--- config.mk ---
export PLATFORM = sky130hd
export DESIGN_NAME = iter_shifter
export DESIGN_NICKNAME = d
export VERILOG_FILES = /design/src/rtl/iter_shifter_pkg.sv /design/src/rtl/iter_shifter_shift_step.sv /design/src/rtl/iter_shifter.sv
export SDC_FILE = /design/constraint.sdc
export NUM_CORES = 1
export LEC_CHECK = 0
export ABC_AREA = 1
export CORE_MARGIN = 4
export CORE_UTILIZATION = 38
export CTS_BUF_LIST = sky130_fd_sc_hd__clkbuf_4 sky130_fd_sc_hd__clkbuf_8 sky130_fd_sc_hd__clkbuf_16
export CTS_CLUSTER_DIAMETER = 30
export DETAILED_ROUTE_END_ITERATION = 7
export GPL_TIMING_DRIVEN = 0
export SYNTH_ARGS = -nofsm -noshare
export SYNTH_HDL_FRONTEND = slang
export SYNTH_SLANG_ARGS = --single-unit
--- constraint.sdc ---
create_clock -name clk -period 2.6 [get_ports clk]
set_input_delay 0.52 -clock clk [delete_from_list [all_inputs] [get_ports clk]]
set_output_delay 0.52 -clock clk [all_outputs]
set_load 0.005 [all_outputs]
--- src/rtl/iter_shifter_pkg.sv ---
// Shared definitions for the iterative shifter: op-codes and FSM states.
// Optional feature macro: ITER_SHIFTER_ROTATE_EN (op=11 rotates right when defined).
package shifter_pkg;

  localparam logic [1:0] OP_SLL = 2'b00;
  localparam logic [1:0] OP_SRL = 2'b01;
  localparam logic [1:0] OP_SRA = 2'b10;
  localparam logic [1:0] OP_ROR = 2'b11;

  typedef enum logic [1:0] {
    ST_IDLE  = 2'b00,
    ST_SHIFT = 2'b01,
    ST_DONE  = 2'b10
  } state_t;

endpackage

--- src/rtl/iter_shifter_shift_step.sv ---
// Combinational single-step shifter: moves the word by k (0..STEP) bits.
// Optional feature macro: ITER_SHIFTER_ROTATE_EN adds rotate-right for op=11;
// without it op=11 passes the data through unchanged.
module shift_step
  import shifter_pkg::*;
#(
  parameter int WIDTH = 32,
  parameter int STEP  = 1,
  localparam int KW   = $clog2(STEP + 1)
) (
  input  logic [WIDTH-1:0] i_data,
  input  logic [KW-1:0]    i_k,
  input  logic [1:0]       i_op,
  output logic [WIDTH-1:0] o_data
);

`ifdef ITER_SHIFTER_ROTATE_EN
  logic [2*WIDTH-1:0] w_dbl;
`endif

  // Select the shift flavour; SRA replicates the current MSB, which is the original sign.
  always_comb begin
    o_data = i_data;
`ifdef ITER_SHIFTER_ROTATE_EN
    w_dbl  = {i_data, i_data} >> i_k;
`endif
    case (i_op)
      OP_SLL:  o_data = i_data << i_k;
      OP_SRL:  o_data = i_data >> i_k;
      OP_SRA:  o_data = $signed(i_data) >>> i_k;
`ifdef ITER_SHIFTER_ROTATE_EN
      OP_ROR:  o_data = w_dbl[WIDTH-1:0];
`endif
      default: o_data = i_data;
    endcase
  end

endmodule

--- src/rtl/iter_shifter.sv ---
// Multi-cycle shifter for the MIPS datapath: SLL/SRL/SRA by a variable
// amount, at most STEP bits per cycle, with valid/ready on both sides.
// Optional feature macro: ITER_SHIFTER_ROTATE_EN (op=11 = rotate right;
// otherwise op=11 is a one-edge pass-through).
module iter_shifter
  import shifter_pkg::*;
#(
  parameter int WIDTH = 32,
  parameter int STEP  = 1,
  localparam int SW   = $clog2(WIDTH)
) (
  input  logic             clk,
  input  logic             rst_n,
  input  logic             in_valid,
  output logic             in_ready,
  input  logic [WIDTH-1:0] in_data,
  input  logic [SW-1:0]    in_shamt,
  input  logic [1:0]       in_op,
  output logic             out_valid,
  input  logic             out_ready,
  output logic [WIDTH-1:0] out_data,
  output logic             busy
);

  localparam int KW = $clog2(STEP + 1);

  state_t           r_state;
  state_t           w_stateNext;
  logic [WIDTH-1:0] r_data;
  logic [SW-1:0]    r_rem;
  logic [1:0]       r_op;
  logic [WIDTH-1:0] r_outData;

  logic             w_accept;
  logic             w_passThru;
  logic             w_remGeStep;
  logic [KW-1:0]    w_k;
  logic [SW-1:0]    w_remNext;
  logic [WIDTH-1:0] w_shifted;

  assign in_ready  = (r_state == ST_IDLE);
  assign out_valid = (r_state == ST_DONE);
  assign busy      = (r_state != ST_IDLE);
  assign out_data  = r_outData;
  assign w_accept  = in_valid && (r_state == ST_IDLE);

`ifdef ITER_SHIFTER_ROTATE_EN
  assign w_passThru = 1'b0;
`else
  assign w_passThru = (in_op == OP_ROR);
`endif

  // Step size is STEP until fewer bits remain; the remainder is then finished in one step.
  // When STEP does not fit in SW bits (STEP == WIDTH) the remainder path is always taken.
  always_comb begin
    w_remGeStep = (int'(r_rem) >= STEP);
    w_k         = w_remGeStep ? KW'(STEP) : KW'(r_rem);
    w_remNext   = w_remGeStep ? (r_rem - SW'(STEP)) : '0;
  end

  shift_step #(
    .WIDTH (WIDTH),
    .STEP  (STEP)
  ) u_step (
    .i_data (r_data),
    .i_k    (w_k),
    .i_op   (r_op),
    .o_data (w_shifted)
  );

  // State register.
  always_ff @(posedge clk or negedge rst_n) begin
    if (!rst_n) begin
      r_state <= ST_IDLE;
    end else begin
      r_state <= w_stateNext;
    end
  end

  // Next-state logic: zero-length and pass-through requests skip straight to DONE.
  always_comb begin
    w_stateNext = r_state;
    case (r_state)
      ST_IDLE: begin
        if (w_accept) begin
          if (w_passThru || (in_shamt == '0)) begin
            w_stateNext = ST_DONE;
          end else begin
            w_stateNext = ST_SHIFT;
          end
        end
      end
      ST_SHIFT: begin
        if (w_remNext == '0) begin
          w_stateNext = ST_DONE;
        end
      end
      ST_DONE: begin
        if (out_ready) begin
          w_stateNext = ST_IDLE;
        end
      end
      default: w_stateNext = ST_IDLE;
    endcase
  end

  // Datapath: capture the request, iterate the shift, and latch the result once,
  // so out_data stays stable through back-pressure and after the handshake.
  always_ff @(posedge clk or negedge rst_n) begin
    if (!rst_n) begin
      r_data    <= '0;
      r_rem     <= '0;
      r_op      <= OP_SLL;
      r_outData <= '0;
    end else begin
      case (r_state)
        ST_IDLE: begin
          if (w_accept) begin
            r_data <= in_data;
            r_rem  <= in_shamt;
            r_op   <= in_op;
            if (w_passThru || (in_shamt == '0)) begin
              r_outData <= in_data;
            end
          end
        end
        ST_SHIFT: begin
          r_data <= w_shifted;
          r_rem  <= w_remNext;
          if (w_remNext == '0) begin
            r_outData <= w_shifted;
          end
        end
        default: begin
        end
      endcase
    end
  end

endmodule

* After elaboration in Yosys (flattened, before gate mapping) *
Index checks and enable logic that the tools add are counted.

word-level totals
  register bits after elaboration = 73
  output and inout port bits = 35
  word-level logic and storage cells = 47
  input port bits = 43

operators by class
  $add $sub $neg = 1
  $lt $le $gt $ge = 1
  shift operators = 3
  eq/ne operators = 9
  mux-type cells = 16
  reduce and logical (&&, ||, !) cells = 12

operator list
  operator             count
  $mux 32              4
  $pmux 32 s2          2
  $pmux 32 s3          1
  $shl 32x1->32        1
  $shr 32x1->32        1
  $sshr 32x1->32       1
  $logic_not 5->1      2
  $mux 5               2
  $pmux 5 s2           1
  $mux 2               4
  $eq 2x2->1 const B   3
  $ne 2x1->1 const B   3
  $pmux 2 s3           1
  $ge 5x1->1 const B   1
  $sub 5x1->5 const B  1
  $eq 2x1->1 const B   2
  $logic_not 2->1      2
  $reduce_and 2->1     2
  $reduce_and 4->1     1
  $reduce_bool 2->1    2
  $reduce_and 3->1     1
  $ne 2x2->1 const B   1
  $logic_and 1x1->1    1
  $logic_or 1x1->1     1
  $mux 1               1

* Logic depth before layout (Yosys ltp) *
Gate-level depths: netlist of the first run.

  depth after elaboration = 6
  depth in mapped cells = 13
  mapped depth without buffers = 12

* By module *
A second synthesis of the first run with hierarchy kept.

unflattened totals
  cell total of the unflattened synthesis = 729
  area, all modules = 4625.7 sq um

by module, submodules not included
  module        instances  seq. area each (sq um)  area an instance (sq um)  cells each
  iter_shifter  1          1826.8                  3507.1                    456
  shift_step    1          0.0                     1118.6                    273

* Worst setup path before layout of the first run *
No wires, ideal clock.

  path kind = reg2reg
  from = register r_rem[0]
  to = register r_outData[30], in the netlist out_data[30]
  arrival = 1.545 ns
  stages on the path, launching flop included = 11
  setup time = 0.118 ns
  setup slack = 0.937 ns
  data required time = 2.482 ns
  buffers on the path = 1
  clock period less this slack = 1.663 ns
  cell sequence = dfrtp_1 > ha_1 > nor2_1 > nand3_2 > nand3_1 > nand3_1 > nand2_1 > nand3b_4 > buf_4 > nand2_1 > nand2_1

between the ends
  cells in the longest elaborated chain, start to end = 6
  elaborated cells between the ends (all ways) = 13
  classes of those cells = 1 x add/sub; 1 x order compare; 1 x eq/ne; 3 x shift; 5 x mux; 2 x reduce/logical

RTL lines
  item                                    line                           source
  start: declaration                      iter_shifter.sv:30             logic [SW-1:0] r_rem;
  start signal: assignment                iter_shifter.sv:120            r_rem <= in_shamt;
  start signal: assignment                iter_shifter.sv:129            r_rem <= w_remNext;
  $ge 5x1->1                              iter_shifter.sv:56             w_remGeStep = (int'(r_rem) >= STEP);
  $mux 1                                  iter_shifter.sv:57             w_k = w_remGeStep ? KW'(STEP) : KW'(r_rem);
  $sshr 32x1->32 (tied with other cells)  iter_shifter_shift_step.sv:30  OP_SRA: o_data = $signed(i_data) >>> i_k;
  $pmux 32 s3                             iter_shifter_shift_step.sv:27  case (i_op)
  $mux 32                                 iter_shifter.sv:130            if (w_remNext == '0) begin
  $pmux 32 s2                             iter_shifter.sv:116            case (r_state)
  end signal: assignment                  iter_shifter.sv:123            r_outData <= in_data;
  end signal: assignment                  iter_shifter.sv:131            r_outData <= w_shifted;
  end: declaration                        iter_shifter.sv:32             logic [WIDTH-1:0] r_outData;

Several ways; a longest one is shown, not always the timed one. The select of a mux whose other input is x is not followed.
A chain may end at the register's enable or synchronous reset.

* Final worst setup path of the first run *
  from = register r_state[1]
  to = output in_ready

between the ends
  cells in the longest elaborated chain, start to end = 1

RTL lines
  item                      line                source
  start: declaration        iter_shifter.sv:27  state_t r_state;
  start signal: assignment  iter_shifter.sv:76  r_state <= w_stateNext;
  $logic_not 2->1           iter_shifter.sv:41  assign in_ready = (r_state == ST_IDLE);
  end: declaration          iter_shifter.sv:15  output logic in_ready,

No other way between the ends.

==> results of run 1 <==
==> per-layer routing <==
metal / wire [µm] / vias up
li1: - / 2068
met1: 5630 / 1933
met2: 5540 / 126
met3: 639 / 13
met4: 179 / 0
met5: 0 / -
==> sequential cells by signal, summed over array words and instances (netlist names) <==
register	cells
r_data	32
r_state	2
r_rem	5
out_data	32
r_op	2
==> cell type report <==
| class | count | area [µm²] | share of cell area (%) |
|---|---|---|---|
| multi-input combinational | 416 | 1950 | 36.8 |
| sequential | 73 | 1830 | 34.4 |
| timing repair buffer | 78 | 796 | 15.0 |
| buffer | 39 | 213 | 4.00 |
| inverter | 51 | 191 | 3.60 |
| tap | 140 | 175 | 3.30 |
| clock buffer | 13 | 154 | 2.90 |
| clock inverter | 1 | 5.00 | 0.0942 |
==> critical path, stage by stage, from the launching register on <==
cell	delay (ns)
dfrtp_1	0.47
nor2_2	0.22
clkdlybuf4s50_1	0.54
==> worst min-delay path by stage <==
stage | end | slack (ns) | cells past startpoint
4_1_cts | out_data[13]$_DFFE_PN0P_ | 0.08 | 1
6_report | out_data[30]$_DFFE_PN0P_ | 0.07 | 1
5_1_grt | out_data[0]$_DFFE_PN0P_ | 0.09 | 1
3_5_place_dp | out_data[0]$_DFFE_PN0P_ | 0.46 | 1
2_1_floorplan | out_data[0]$_DFFE_PN0P_ | 0.22 | 0
3_3_place_gp | out_data[31]$_DFFE_PN0P_ | 0.46 | 2
==> cell families (layout without fill, tap and decap cells) <==
family          Yosys count  count (layout)  share of synthesized area, %
simple gates            359             359                          38.3
xor+xnor                  1               1                         0.209
mux                       1               1                         0.269
compound gates           53              53                          7.30
fa+ha+maj                 2               2                         0.598
buf+inv                  90             182                          9.66
flops                    73              73                          43.7
==> cell usage in the layout, fill, tap and decap left out, types with 2 or more instances in the layout <==
cell / n
o21ai_0: 25
nor2_2: 3
a21oi_1: 6
o21ai_2: 2
nand3_1: 96
ha_1: 2
buf_1: 5
buf_2: 14
o22ai_1: 2
nand2_1: 215
inv_1: 47
inv_2: 4
clkbuf_8: 9
nand4_1: 29
o221ai_1: 2
o21ai_1: 11
clkbuf_4: 4
clkdlybuf4s50_1: 76
nor2_1: 9
buf_6: 3
clkbuf_1: 10
nand2_2: 2
dfrtp_1: 73
buf_4: 8
==> power groups by stage <==
stage	sequential (mW)	combinational (mW)	clock, mW
3_5_place_dp	1.99	4.94	0
3_3_place_gp	1.97	4.85	0
6_report	1.97	4.93	0.797
5_1_grt	2.02	5.56	0.855
2_1_floorplan	1.97	3.34	0
4_1_cts	1.97	4.96	0.810
==> impl_metrics.tcl, run 1 <==
set metrics [dict create \
    drc 0 \
    grt-busiest-layer "met2" \
    switching_power_mw 3.72 \
    grt_use_met1_pct 26.9 \
    setup_viol 0 \
    synth_warnings 0 \
    powerDensity_nw_per_um2 1450 \
    worst_slack_ns 0.487 \
    synth_ff_type "dfrtp_1" \
    yosysMostFrequentCell "nand2_1" \
    setup_tns_ns 0 \
    grt_pass1_vias 4068 \
    cp-startpoint "r_state[1]$_DFFE_PN0P_" \
    dpl_cell_area_um2 5150 \
    hold_class "input pin to asynchronous set/reset pin" \
    cts_buffer_depth 2 \
    cts_tree "done" \
    outcome "finished, final reports clean" \
    grt_use_total_pct 19.3 \
    cts_hold_buf 0 \
    internal_power_mw 3.98 \
    path_max_fanout 4 \
    cts_resized 0 \
    drv_slew 0 \
    route.vias.total 4140 \
    cp-end-kind "primary output" \
    drive_gt1_share_pct 8.49 \
    fillCellCount 1115 \
    place_congestion 0.870 \
    period_minus_slack_ns 2.11 \
    synth.area.top_cells "dfrtp_1 44%, nand2_1 19%, nand3_1 11%, nand4_1 4.3%, inv_1 4.2%" \
    start_kind "flop" \
    seq_area_frac_synth_pct 43.7 \
    async_flop_share_pct 100 \
    rsz0062_at_grt "no" \
    die-area_um2 12800 \
    cts_root_buf "clkbuf_8" \
    synth-edff-count 0 \
    finalHoldViolations 0 \
    p_leak_nw 2.63 \
    dp_worst_setup_slack_ns 0.240 \
    grt_max_degree 50 \
    p_clk_share_pct 10.4 \
    required_ns 2.08 \
    diodes 0 \
    netlist_area_um2 4180 \
    synth_top_cell_by_area "dfrtp_1" \
    via_per_inst 5.10 \
    wire_per_inst_um 14.8 \
    r2r_end "r_data[15]$_DFFE_PN0P_" \
    path_class "flop to primary output" \
    clkLatencyLatePin_ns 0.36 \
    yosys-top-cells-count "215 x nand2_1, 96 x nand3_1, 73 x dfrtp_1" \
    core_area_um2 10800 \
    synth_top_area_share_pct 43.7 \
    clock-sinks 73 \
    cts-buffers-inserted 9 \
    drt_iter0_markers 278 \
    irDropWorstVdd_uv 766 \
    fin_hold_ws_ns 0.0671 \
    fmax_ghz 0.473 \
    synth_cell_type_count 33 \
    gr-total-overflow 0 \
    cap_violations 0 \
    pwr-share-comb_pct 64.1 \
    fin_skew_ns 0.0118 \
    finalNonFillerCells 811 \
    final_util_pct 49.2 \
    io_buffers 77 \
    rows 38 \
    syn_nets 624 \
    ys_ff_latch 73 \
    slew_headroom_pct 64.7 \
    period_share_pct 81.3 \
    netSwitchingFraction_pct 48.3 \
    r2r-start "r_rem[1]$_DFFE_PN0P_" \
    die_w_um 113 \
    dr.pass1.iters 5 \
    cts.htree.levels 3 \
    total_power_mw 7.69 \
    ant_nets 0 \
    start_util_pct 38.8 \
    place_hpwl_um 8770 \
    dp_cells 797 \
    reg2reg_slack_ns 0.60 \
    cp.arrival_ns 1.59 \
    ios 78 \
    grt_use_met3_pct 4.44 \
    worst-r2r-cell-count 11 \
    syn_avg_cell_area_um2 7.23 \
    cp-endpoint "in_ready" \
    syn_to_final_growth_pct 27.0 \
    path_clk_slew_ns 0.08 \
    die_h_um 113 \
    synthCells 579 \
    seqPwrFrac_pct 25.6 \
    stdcell_area_um2 5310 \
    final_net_count 713 \
    grt_pass1_wl_um 19900 \
    gr-usage-met2_pct 29.9 \
    wl_um 12000 \
    worst_pin_slew_ns 0.530 \
    antenna_found_initial 0 \
    post_cts_buffers 0 \
]
Power figures use the tool's default switching activity.
==> run 2: changes to the inputs <==
==> constraint.sdc (replaced) <==
create_clock -name clk -period 1.8 [get_ports clk]
set_input_delay 0.36 -clock clk [delete_from_list [all_inputs] [get_ports clk]]
set_output_delay 0.36 -clock clk [all_outputs]
set_load 0.005 [all_outputs]
==> run 2 against run 1 <==
Effect of this change: the run now ends with setup timing left; clock power up 44%; total power up 65%; combinational power up 76%; wire length up 6.7%; global-route usage up 1.1 points; design area up 9.3%.
==> impl_metrics.tcl, run 2 (synthesized netlist as in run 1, its figures left out) <==
set metrics [dict create \
    outcome "finished with violations" \
    violations "setup timing" \
    route.vias.total 4288 \
    drc 0 \
    period_share_pct 103 \
    slowest_delay_ns 0.47 \
    worst_pin_slew_ns 0.525 \
    path_clk_slew_ns 0.08 \
    clock-sinks 73 \
    via_per_inst 5.15 \
    cp_slowest_cell "dfrtp_2" \
    die-area_um2 12800 \
    place_congestion 0.870 \
    place_hpwl_um 8770 \
    r2r-start "r_rem[0]$_DFFE_PN0P_" \
    path_class "flop to flop" \
    syn_to_final_growth_pct 38.8 \
    dp_cells 797 \
    setup_viol 34 \
    final_net_count 735 \
    final_common_cell "nand2_1" \
    p_leak_nw 2.85 \
    cts_buffer_depth 2 \
    dr.pass1.iters 5 \
    reg2reg_slack_ns -0.06 \
    path_cells "ha_4 -> nor2_4 -> nand3_4 -> o21ai_2 -> nand3_2 -> buf_6 -> a21oi_4 -> buf_6 -> buf_6 -> nand3_2 -> nand2_1" \
    path_delay_family "simple AND/OR/NAND/NOR gates" \
    fillCellCount 1075 \
    finalNonFillerCells 833 \
    gr-total-overflow 0 \
    die_w_um 113 \
    grt_pass1_vias 4237 \
    finalHoldViolations 0 \
    cp-end-kind "flop" \
    cap_violations 0 \
    grt_max_degree 50 \
    crit_buf_inv 3 \
    cts_root_buf "clkbuf_8" \
    ios 78 \
    cts.htree.levels 3 \
    path_max_fanout 5 \
    rsz0062_at_grt "yes" \
    worst-r2r-cell-count 11 \
    cpMostUsedCell "buf_6" \
    drive_gt1_share_pct 16.2 \
    cts-buffers-inserted 9 \
    final_cell_mix "210 x nand2_1, 83 x nand3_1, 73 x clkdlybuf4s50_1, 71 x dfrtp_1, 44 x inv_1" \
    r2r_end "out_data[0]$_DFFE_PN0P_" \
    drv_slew 0 \
    stdcell_area_um2 5810 \
    powerDensity_nw_per_um2 2190 \
    start_kind "flop" \
    clkLatencyLatePin_ns 0.36 \
    grt_use_total_pct 20.4 \
    final_util_pct 53.8 \
    cp.arrival_ns 2.15 \
    rows 38 \
    total_power_mw 12.7 \
    die_h_um 113 \
    antenna_found_initial 0 \
    fmax_ghz 0.539 \
    drt_iter0_markers 278 \
    wire_per_inst_um 15.4 \
    dpl_cell_area_um2 5150 \
    period_minus_slack_ns 1.86 \
    slew_headroom_pct 65.0 \
    start_util_pct 38.8 \
    grt_pass1_wl_um 20900 \
    required_ns 2.09 \
    irDropWorstVdd_uv 1070 \
    worst_slack_ns -0.0560 \
    ant_nets 0 \
    diodes 0 \
    io_buffers 77 \
    cts_tree "done" \
    hold_class "input pin to asynchronous set/reset pin" \
    core_area_um2 10800 \
    fin_skew_ns 0.00929 \
    wl_um 12800 \
]
run 2: cell count changes in the layout (fill, tap and decap cells not counted), sizes merged:
cell	before	now
dlygate4sd2	0	3
dlygate4sd3	0	1
clkdlybuf4s50	76	73
clkbuf	23	25
buf	31	50
run 2: per-layer routing:
layer / part of all wire, % / up-vias / GRT usage (%)
met5: 0 / - / 0
met1: 46 / 2036 / 27.9
li1: - / 2113 / -
met2: 48 / 126 / 32.5
met4: 1.3 / 0 / 6.57
met3: 5.3 / 13 / 4.33
run 2: through the flow:
stage / setup WS (ns) / hold slack, ns / TNS [ns]
after global routing: -0.175 / 0.474 / -6.87
after detailed placement: -0.400 / 0.302 / -15.62
after CTS: -0.0952 / 0.463 / -2.96
final: -0.0560 / 0.450 / -1.16
after global placement: -2.36 / 0.462 / -185.50
after floorplan: 0.137 / 0.0644 / 0
run 2: what timing repair did:
item | 4_1_cts | 5_1_grt
endpoints found under the setup margin | 68 | 67
hold endpoints to repair | 24 | 0
cloned | 3 | 0
pin swaps | 16 | 9
gates resized for setup | 57 | 30
hold buffers | 1 | 0
buffers inserted | 12 | 6
run 2: power by group:
| part | leakage (nW) | switching, mW | total [mW] | internal, mW |
|---|---|---|---|---|
| sequential | 0.905 | 0.397 | 2.87 | 2.47 |
| clock | 0.0870 | 0.607 | 1.15 | 0.546 |
| combinational | 1.86 | 4.97 | 8.70 | 3.73 |
| total | 2.85 | 5.98 | 12.7 | 6.75 |
run 2: worst max-delay path by stage:
stage | end | from | slack (ns) | cells past startpoint
after floorplan | out_data[30]$_DFFE_PN0P_ | r_rem[0]$_DFFE_PN0P_ | 0.14 | 10
after global placement | r_rem[2]$_DFFE_PN0P_ | rst_n | -2.36 | 1
after detailed placement | out_data[15]$_DFFE_PN0P_ | in_shamt[0] | -0.40 | 10
after CTS | out_data[20]$_DFFE_PN0P_ | r_rem[0]$_DFFE_PN0P_ | -0.1 | 11
after global routing | out_data[20]$_DFFE_PN0P_ | r_rem[0]$_DFFE_PN0P_ | -0.17 | 11
final | out_data[0]$_DFFE_PN0P_ | r_rem[0]$_DFFE_PN0P_ | -0.06 | 11
run 2: area by class of cell:
| class | instances | area [µm²] | area share, % |
|---|---|---|---|
| flip-flops and latches | 73 | 1830 | 31.5 |
| plain buffers | 39 | 307 | 5.28 |
| repair buffers | 100 | 1040 | 18.0 |
| clock inverters | 1 | 5.00 | 0.0862 |
| multi-input cells | 416 | 2100 | 36.2 |
| inverters | 51 | 194 | 3.34 |
| well taps | 140 | 175 | 3.02 |
| clock buffers | 13 | 154 | 2.65 |
==> run 3: changes to the inputs <==
--- a/config.mk
+++ b/config.mk
@@ -12,6 +12,8 @@
 export CTS_CLUSTER_DIAMETER = 30
 export DETAILED_ROUTE_END_ITERATION = 7
 export GPL_TIMING_DRIVEN = 0
+export PLACE_DENSITY_LB_ADDON = 0.05
 export SYNTH_ARGS = -nofsm -noshare
 export SYNTH_HDL_FRONTEND = slang
+export SYNTH_HIERARCHICAL = 1
 export SYNTH_SLANG_ARGS = --single-unit
==> run 3 against run 2 <==
Effect of this change: the run still ends with setup timing left; synthesized cell count rose by 26%; worst hold slack got worse by 0.022 ns; clock-buffer cell count did not move; total power rose by 3.5%; clock skew fell by 0.0035 ns; setup slack got worse by 0.046 ns; sequential power rose by 10%; design area rose by 11%; wire length rose by 9.2%; maximum frequency fell by 2.4%; largest cell class unchanged.
==> impl_metrics.tcl, run 3 <==
set metrics [dict create \
    worst_slack_ns -0.102 \
    drive_gt1_share_pct 19.7 \
    cp-startpoint "r_rem[0]$_DFFE_PN0P_" \
    violations "setup timing" \
    async_flop_share_pct 100 \
    cts_buffer_depth 2 \
    place_congestion 0.839 \
    start_util_pct 38.7 \
    cap_violations 0 \
    worst-r2r-cell-count 11 \
    final_net_count 888 \
    syn_avg_cell_area_um2 6.35 \
    seqPwrFrac_pct 24.1 \
    core_area_um2 12000 \
    io_buffers 77 \
    gr-total-overflow 0 \
    die_w_um 118 \
    cts-buffers-inserted 9 \
    setup_viol 33 \
    die_h_um 118 \
    route.vias.total 4978 \
    outcome "finished with violations" \
    grt_pass1_wl_um 23900 \
    rsz0062_at_grt "yes" \
    place_hpwl_um 9560 \
    required_ns 2.02 \
    clock-sinks 73 \
    p_leak_nw 3.48 \
    rows 40 \
    die-area_um2 14000 \
    synthXorXnorAreaFrac_pct 0.189 \
    switching_power_mw 6.25 \
    path_class "flop to flop" \
    synth.area.top_cells "nand2_1 40%, dfrtp_1 39%, nand4_1 4.5%, nand3_1 4.2%, buf_2 2.5%" \
    grt_max_degree 60 \
    yosysMostFrequentCell "nand2_1" \
    yosys.area_share.adder_pct 0.541 \
    synth_top_area_share_pct 39.5 \
    via_per_inst 5.01 \
    ant_nets 0 \
    netSwitchingFraction_pct 47.5 \
    wire_per_inst_um 14.1 \
    slew_headroom_pct 66.1 \
    fmax_ghz 0.526 \
    fillCellCount 1204 \
    cts_root_buf "clkbuf_16" \
    setup_tns_ns -2.35 \
    fin_skew_ns 0.00575 \
    wl_um 14000 \
    p_clk_share_pct 12.5 \
    hold_class "input pin to asynchronous set/reset pin" \
    synth-simple-area-share_pct 50.6 \
    synth_top_cell_by_area "nand2_1" \
    reg2reg_slack_ns -0.10 \
    path_max_fanout 10 \
    synth_top_family_by_area "simple AND/OR/NAND/NOR gates" \
    synth_cell_type_count 27 \
    cts_tree "done" \
    synth-edff-count 0 \
    drt_iter0_markers 377 \
    ys_ff_latch 73 \
    cp-end-kind "flop" \
    seq_area_frac_synth_pct 39.5 \
    syn_to_final_growth_pct 39.3 \
    period_share_pct 106 \
    ios 78 \
    path_clk_slew_ns 0.06 \
    synth_ff_type "dfrtp_1" \
    diodes 0 \
    r2r_end "out_data[13]$_DFFE_PN0P_" \
    r2r-start "r_rem[0]$_DFFE_PN0P_" \
    grt_use_total_pct 20.8 \
    cts.htree.levels 3 \
    internal_power_mw 6.92 \
    synthCells 729 \
    synth.area.mux_share_pct 0.487 \
    final_cell_mix "425 x nand2_1, 73 x clkdlybuf4s50_1, 72 x dfrtp_1, 60 x nand2_2" \
    cp.arrival_ns 2.13 \
    finalHoldViolations 0 \
    start_kind "flop" \
    netlist_area_um2 4630 \
    grt_pass1_vias 5013 \
    cp-endpoint "out_data[13]$_DFFE_PN0P_" \
    dp_worst_setup_slack_ns -0.515 \
    syn_nets 774 \
    synth_warnings 6 \
    yosys-top-cells-count "487 x nand2_1, 73 x dfrtp_1, 39 x nand3_1" \
    clkLatencyLatePin_ns 0.34 \
    dr.pass1.iters 7 \
    final_common_cell "nand2_1" \
    drv_slew 0 \
    antenna_found_initial 0 \
    period_minus_slack_ns 1.90 \
    pwr-share-comb_pct 63.5 \
    drc 0 \
    worst_pin_slew_ns 0.508 \
    powerDensity_nw_per_um2 2040 \
    irDropWorstVdd_uv 772 \
    synth-compound-area-share_pct 2.06 \
]
run 3: what timing repair did:
item / 4_1_cts / 5_1_grt
pin swaps: 43 / 14
resized for setup: 49 / 79
cloned: 5 / 0
hold endpoints to repair: 14 / 0
buffers inserted: 14 / 5
endpoints found under the setup margin: 68 / 67
hold buffers: 1 / 0
run 3: worst max-delay path, stage by stage (launching register included):
cell and delay (ns):
dfrtp_1 0.42, buf_4 0.16, nor2_4 0.12, nand3_4 0.12, buf_4 0.15, nand2_1 0.06
nor2_2 0.05, nor2_4 0.18, nand3_4 0.19, buf_6 0.21, nand2_1 0.06, nand2_1 0.05
run 3: cells by family (layout without fill, tap and decap cells):
group                      count (synthesis)  in the layout
and+or+nand+nor                          574            574
adders and majority gates                  2              2
DFF                                       73             73
xor gates and xnor gates                   1              1
AOI/OAI and AO/OA                         15             15
muxes                                      2              2
buffers and inverters                     62            179
run 3: power groups by stage:
stage	sequential (mW)	combinational [mW]	clock [mW]
finish	3.17	8.35	1.64
global route	3.27	9.45	1.76
CTS	3.10	7.92	1.69
detailed placement	3.07	7.12	0
global placement	3.05	7.01	0
floorplan	2.98	4.85	0
run 3: cell type report:
type	instances	area (µm²)	share of cell area (%)
multi-input cells	594	2740	42.5
plain buffers	42	293	4.54
repair buffers	103	1050	16.3
clock buffers	13	255	3.96
well taps	147	184	2.85
clock inverters	1	5.00	0.0777
inverters	20	87.6	1.36
flip-flops and latches	73	1830	28.4
run 3: worst min-delay path by stage:
stage | to
detailed placement | out_data[26]$_DFFE_PN0P_
floorplan | out_data[0]$_DFFE_PN0P_
global route | out_data[27]$_DFFE_PN0P_
CTS | out_data[27]$_DFFE_PN0P_
finish | r_data[26]$_DFFE_PN0P_
global placement | out_data[5]$_DFFE_PN0P_
run 3: through the flow:
| stage | instances | util [%] | hold WS [ns] | area (µm²) | power (mW) |
|---|---|---|---|---|---|
| CTS | 988 | 51.7 | 0.425 | 6180 | 12.7 |
| global route | 993 | 53.9 | 0.448 | 6440 | 14.5 |
| floorplan | 729 | - | 0.0644 | 4630 | 7.83 |
| global placement | 953 | 46.7 | 0.453 | 5580 | 10.1 |
| detailed placement | 954 | 46.9 | 0.247 | 5610 | 10.2 |
| finish | 993 | 53.9 | 0.428 | 6440 | 13.2 |
run 3: routing by layer:
| metal | global-route usage [%] | up-vias | part of all wire (%) |
|---|---|---|---|
| met5 | 0 | - | 0 |
| met2 | 33.5 | 144 | 46 |
| met3 | 3.59 | 22 | 5.3 |
| met4 | 7.69 | 0 | 2.0 |
| li1 | - | 2528 | - |
| met1 | 27.9 | 2284 | 47 |
